**src/rtl/display_pkg.sv**
```systemverilog
// ============================================================================
// display_pkg - shared types and limits for the 7-segment scan controller.
// Revision: 1.0
// ============================================================================
`default_nettype none

package display_pkg;

    localparam int MAX_DIGITS = 8;
    localparam int IDX_W      = $clog2(MAX_DIGITS);

    typedef logic [3:0]            nibble_t;
    typedef logic [MAX_DIGITS-1:0] digit_mask_t;
    typedef logic [IDX_W-1:0]      digit_idx_t;

endpackage

`default_nettype wire

```
**src/rtl/refresh_prescaler.sv**
```systemverilog
// ============================================================================
// refresh_prescaler - per-digit slot timer and digit index sequencer.
// Revision: 1.0
// ============================================================================
`default_nettype none

module refresh_prescaler
    import display_pkg::*;
#(
    parameter int NUM_DIGITS  = 8,
    parameter int REFRESH_DIV = 100000,
    parameter int DEAD_CYCLES = 16
) (
    input  logic       clk,
    input  logic       rst_n,
    output digit_idx_t idx_o,
    output logic       slot_end_o,
    output logic       frame_end_o,
    output logic       in_dead_o
);

    localparam int                CNT_W    = $clog2(REFRESH_DIV);
    localparam logic [CNT_W-1:0]  CNT_LAST = CNT_W'(REFRESH_DIV - 1);
    localparam logic [CNT_W-1:0]  DEAD_END = CNT_W'(DEAD_CYCLES);
    localparam digit_idx_t        IDX_LAST = IDX_W'(NUM_DIGITS - 1);

    logic [CNT_W-1:0] cnt_q, cnt_d;
    digit_idx_t       idx_q, idx_d;

    assign slot_end_o  = (cnt_q == CNT_LAST);
    assign frame_end_o = slot_end_o && (idx_q == IDX_LAST);
    assign in_dead_o   = (cnt_q < DEAD_END);
    assign idx_o       = idx_q;

    always_comb begin
        cnt_d = cnt_q + CNT_W'(1);
        idx_d = idx_q;
        if (slot_end_o) begin
            cnt_d = '0;
            idx_d = (idx_q == IDX_LAST) ? '0 : idx_q + IDX_W'(1);
        end
    end

    always_ff @(posedge clk or negedge rst_n) begin
        if (!rst_n) begin
            cnt_q <= '0;
            idx_q <= '0;
        end else begin
            cnt_q <= cnt_d;
            idx_q <= idx_d;
        end
    end

endmodule

`default_nettype wire

```
**src/rtl/seg_display_scanner.sv**
```systemverilog
// ============================================================================
// seg_display_scanner - tear-free multiplexed scan of a 7-segment display bank
// with leading-zero blanking and frame-aligned word updates.
// Revision: 1.0
// ============================================================================
`default_nettype none

module seg_display_scanner
    import display_pkg::*;
#(
    parameter int NUM_DIGITS  = 8,
    parameter int REFRESH_DIV = 100000,
    parameter int DEAD_CYCLES = 16
) (
    input  logic                    clk,
    input  logic                    rst_n,
    input  logic [4*NUM_DIGITS-1:0] word_in,
    input  logic                    load,
    input  logic                    blank_lz,
    output nibble_t                 nibble,
    output logic [NUM_DIGITS-1:0]   digit_en_n,
    output logic                    frame_tick
);

    localparam int WORD_W = 4 * NUM_DIGITS;

    logic [WORD_W-1:0]     disp_q;
    logic [WORD_W-1:0]     pending_q;
    logic                  pending_vld_q;
    nibble_t               nibble_q, nibble_d;
    logic [NUM_DIGITS-1:0] en_n_q, en_n_d;
    logic                  frame_tick_q;

    digit_idx_t            idx;
    logic                  slot_end;
    logic                  frame_end;
    logic                  in_dead;
    digit_mask_t           blanked;
    logic                  upper_zero;

    refresh_prescaler #(
        .NUM_DIGITS  (NUM_DIGITS),
        .REFRESH_DIV (REFRESH_DIV),
        .DEAD_CYCLES (DEAD_CYCLES)
    ) u_prescaler (
        .clk         (clk),
        .rst_n       (rst_n),
        .idx_o       (idx),
        .slot_end_o  (slot_end),
        .frame_end_o (frame_end),
        .in_dead_o   (in_dead)
    );

    // Digit i blanks only when it and every more-significant nibble are zero.
    always_comb begin
        blanked    = '0;
        upper_zero = 1'b1;
        for (int i = NUM_DIGITS - 1; i >= 1; i--) begin
            upper_zero = upper_zero & (disp_q[4*i +: 4] == 4'h0);
            blanked[i] = blank_lz & upper_zero;
        end
    end

    always_comb begin
        nibble_d = '0;
        en_n_d   = '1;
        for (int i = 0; i < NUM_DIGITS; i++) begin
            if (idx == IDX_W'(i)) begin
                nibble_d = disp_q[4*i +: 4];
                if (!in_dead && !blanked[i]) begin
                    en_n_d[i] = 1'b0;
                end
            end
        end
    end

    // A load on the boundary cycle leaves the old pending word to be consumed
    // and keeps the new one pending for the following frame.
    always_ff @(posedge clk or negedge rst_n) begin
        if (!rst_n) begin
            disp_q        <= '0;
            pending_q     <= '0;
            pending_vld_q <= 1'b0;
            nibble_q      <= '0;
            en_n_q        <= '1;
            frame_tick_q  <= 1'b0;
        end else begin
            if (frame_end && pending_vld_q) begin
                disp_q <= pending_q;
            end
            if (load) begin
                pending_q     <= word_in;
                pending_vld_q <= 1'b1;
            end else if (frame_end) begin
                pending_vld_q <= 1'b0;
            end
            nibble_q     <= nibble_d;
            en_n_q       <= en_n_d;
            frame_tick_q <= frame_end;
        end
    end

    assign nibble     = nibble_q;
    assign digit_en_n = en_n_q;
    assign frame_tick = frame_tick_q;

    a_frame_in_slot_end : assert property (@(posedge clk) disable iff (!rst_n)
        frame_end |-> slot_end);

endmodule

`default_nettype wire

```
**config.mk**
```make
export PLATFORM = sky130hd
export DESIGN_NAME = seg_display_scanner
export DESIGN_NICKNAME = d
export VERILOG_FILES = /design/src/rtl/display_pkg.sv /design/src/rtl/refresh_prescaler.sv /design/src/rtl/seg_display_scanner.sv
export SDC_FILE = /design/constraint.sdc
export NUM_CORES = 1
export LEC_CHECK = 0
export BUFFER_PORTS_ARGS = -buffer_cell sky130_fd_sc_hd__buf_2
export CELL_PAD_IN_SITES_DETAIL_PLACEMENT = 1
export CELL_PAD_IN_SITES_GLOBAL_PLACEMENT = 2
export CORE_AREA = 2 2 106 108
export CTS_BUF_LIST = sky130_fd_sc_hd__clkbuf_8
export CTS_CLUSTER_SIZE = 40
export DETAILED_ROUTE_END_ITERATION = 8
export DIE_AREA = 0 0 108 110
export PLACE_DENSITY = 0.9
export RECOVER_POWER = 50
export REMOVE_ABC_BUFFERS = 1
export SKIP_CTS_REPAIR_TIMING = 1
export SLEW_MARGIN = 40
export SYNTH_ARGS = -nofsm -noshare
export SYNTH_HDL_FRONTEND = slang
export SYNTH_SLANG_ARGS = --single-unit
```
**constraint.sdc**
```tcl
create_clock -name clk -period 2.9 [get_ports clk]
set_input_delay 0.435 -clock clk [delete_from_list [all_inputs] [get_ports clk]]
set_output_delay 0.435 -clock clk [all_outputs]
set_load 0.05 [all_outputs]
```
==> flow_metrics.py <==
metrics = {
    "place": {
        "place_inst": 525,
        "port-buffer-count": 48,
        "gp_congestion": 0.862,
        "place_hpwl_um": 6450,
        "place_area_mm2": 0.00480,
    },
    "clock_tree": {
        "ctsLongestPathBuffers": 2,
        "cts_tree": "done",
        "clk_pin_slew_ns": 0.10,
        "insertion_delay_ns": 0.37,
        "cts.sinks": 98,
        "cts_root_buffer": "clkbuf_8",
        "htree_levels": 3,
        "cts-buffers-inserted": 9,
    },
    "power": {
        "p_sw_frac": 0.235,
        "clockPowerShare": 0.342,
        "pwr-share-seq": 0.611,
        "p_leak_nw": 2.25,
        "switchingPower_uw": 553,
        "worst_ir_drop_vdd_mv": 0.325,
        "internal_power_mw": 1.80,
        "pwr_density_cell_mw_per_mm2": 475,
        "combPwrFrac": 0.047,
    },
    "setup_path": {
        "arrival_ns": 2.74,
        "timing.rr.start": "u_prescaler.cnt_q[12]$_DFF_PN0_",
        "ff2ff_setup_slack_ns": 0.42,
        "cp_data_required_time_ns": 3.17,
        "cp-end-kind": "register",
        "crit_type": "register to register",
        "worstPathMaxFanout": 32,
        "r2r_end": "disp_q[0]$_DFFE_PN0P_",
        "cp-start-kind": "register",
        "ff2ff_path_depth": 5,
    },
    "global_routing": {
        "track_usage": 0.171,
        "grt_pass1_vias": 3025,
        "antenna_found_initial": 0,
        "grt_overflow_total": 0,
        "grt_pass1_wl_um": 15500,
        "grt_max_degree": 51,
    },
    "routing": {
        "firstDrtPassIters": 4,
        "route.detailed.drc": 0,
        "vias": 2824,
        "ant_nets": 0,
        "wl_per_cell_um": 16.9,
        "viasPerCell": 5.22,
        "routed_wl_um": 9130,
        "drt-initial-drc-count": 91,
    },
    "logic_synthesis": {
        "synthAdderAreaFrac": 0.0198,
        "synth_mux_area_frac": 0.188,
        "synth_compound_area_frac": 0.0559,
        "synth-async-reset-ratio": 1.00,
        "synth_edf_count": 0,
        "syn_inst": 350,
        "yosysWarnings": 0,
        "synth_top_family_by_area": "multiplexers",
        "synth_area_leader_cell": "dfrtp_1",
        "syn-cell-area_mm2": 0.00443,
        "yosysTopAreaCellShare": 0.509,
        "synth_seq_cells": 98,
        "ys_seq_area_frac": 0.556,
        "ys_top_cells_by_area": "dfrtp_1 51%, mux2_4 10%, mux2_2 8.6%, dfstp_2 4.7%, nor2_1 2.1%",
        "synth_cell_types": 41,
        "synth-simple-area-share": 0.118,
        "ys.flop_type": "dfrtp_1",
        "syn_avg_cell_area_um2": 12.7,
        "yosys.area_share.xor_xnor": 0.0277,
    },
    "sta": {
        "fin_crit_ns": 2.48,
        "rsz0062_at_grt": "no",
        "hold_viol": 0,
        "finalSetupViolCount": 0,
        "relSlewSlack": -0.137,
        "slew_violations": 34,
        "timing.final.crit_share": 0.854,
        "worst_pin_slew_ns": 1.71,
        "fmax_ghz": 0.404,
        "whs_ns": 0.288,
        "skew_ns": 0.0159,
        "finalSetupTns_ns": 0,
    },
    "die": {
        "die_h_um": 110,
        "start_util": 0.414,
        "coreArea_mm2": 0.0107,
        "chipWidth_um": 108,
        "num_rows": 38,
        "ioPinCount": 49,
        "die_area_mm2": 0.0119,
    },
    "cells_and_area": {
        "fin_cells": 541,
        "layout-drive-gt1-share": 0.349,
        "post-route-cell-area_mm2": 0.00495,
        "fin_util": 0.463,
        "diodes": 0,
        "areaGrowthSynthToFinish_pct": 11.9,
        "final_common_cell": "dfrtp_1",
        "nNetsFinal": 439,
        "final_cell_mix": "90 x dfrtp_1, 46 x buf_2, 34 x mux2_2",
    },
    "min_path": {
        "hold_class": "input pin to asynchronous set/reset pin",
    },
    "run_status": {
        "failed_checks": "max-capacitance violations, max-slew violations",
        "status": "finished with violations",
    },
    "run": {
        "maxCapViolations": 1,
    },
}
[worst max-delay path by stage]
stage | from | end | slack (ns) | cells past startpoint
finish | u_prescaler.cnt_q[12]$_DFF_PN0_ | disp_q[0]$_DFFE_PN0P_ | 0.42 | 5
global route | u_prescaler.cnt_q[12]$_DFF_PN0_ | disp_q[31]$_DFFE_PN0P_ | 0.34 | 5
CTS | u_prescaler.cnt_q[12]$_DFF_PN0_ | disp_q[31]$_DFFE_PN0P_ | 0.41 | 5
detailed placement | u_prescaler.cnt_q[12]$_DFF_PN0_ | disp_q[0]$_DFFE_PN0P_ | 0.45 | 5
global placement | u_prescaler.cnt_q[13]$_DFF_PN0_ | disp_q[0]$_DFFE_PN0P_ | 0.48 | 5
floorplan | u_prescaler.cnt_q[13]$_DFF_PN0_ | disp_q[0]$_DFFE_PN0P_ | 0.36 | 4
[critical path: stages, from the launching register on]
cell     delay (ns)
dfrtp_1        0.43
or4_4          0.53
or4_4          0.62
nor2_8         0.15
buf_12         0.25
mux2_2         0.36
[state kept, by name (all words and copies together) (netlist names)]
| register | count |
|---|---|
| disp_q | 32 |
| u_prescaler.cnt_q | 17 |
| nibble | 4 |
| pending_q | 32 |
| pending_vld_q | 1 |
| frame_tick | 1 |
| u_prescaler.idx_o | 3 |
| digit_en_n | 8 |
[area by class of cell]
class | count | area, um2
inverter | 15 | 56.3
timing repair buffer | 51 | 272
multi-input combinational | 221 | 1810
sequential | 98 | 2460
tap | 140 | 175
clock buffer | 10 | 138
clock inverter | 6 | 37.5
fill | 1136 | 5740
[power groups by stage]
stage / registers [mW] / clock network [mW] / logic [mW]
after floorplan: 1.45 / 0 / 0.0507
after global placement: 1.46 / 0 / 0.112
after detailed placement: 1.46 / 0 / 0.118
after CTS: 1.44 / 0.835 / 0.119
after global routing: 1.44 / 0.892 / 0.128
final: 1.44 / 0.804 / 0.112
[cell usage after synthesis, types with 4 or more instances]
cell type   n
dfrtp_1    90
nor4_1      7
nand2_1    21
a21oi_1    13
or4_1       4
mux2_4     30
mux2_2     34
nand2b_1    4
nor3_1      4
xnor2_1     8
o21ai_0     4
nor2_1     25
nand3_1    12
dfstp_2     8
clkbuf_1   11
ha_1        7
nand4_1     7
inv_1      15
xor2_1      6
o31ai_1     5
[per-layer routing]
layer,share of wire,track usage
met3,0.025,0.0259
met4,0.021,0.0815
met1,0.46,0.223
met5,0,0
met2,0.49,0.280
[kinds of logic after synthesis]
group                      after synthesis
buffers and inverters                   31
AOI/OAI and AO/OA                       38
xor gates and xnor gates                14
DFF                                     98
adders and majority gates                7
muxes                                   64
and+or+nand+nor                         98
[per-stage QoR]
step | total power [mW] | setup WS [ns]
after global placement | 1.57 | 0.483
final | 2.35 | 0.424
after detailed placement | 1.58 | 0.452
after CTS | 2.39 | 0.414
after global routing | 2.46 | 0.343
after floorplan | 1.50 | 0.358
(Power assumes the default switching activity.)
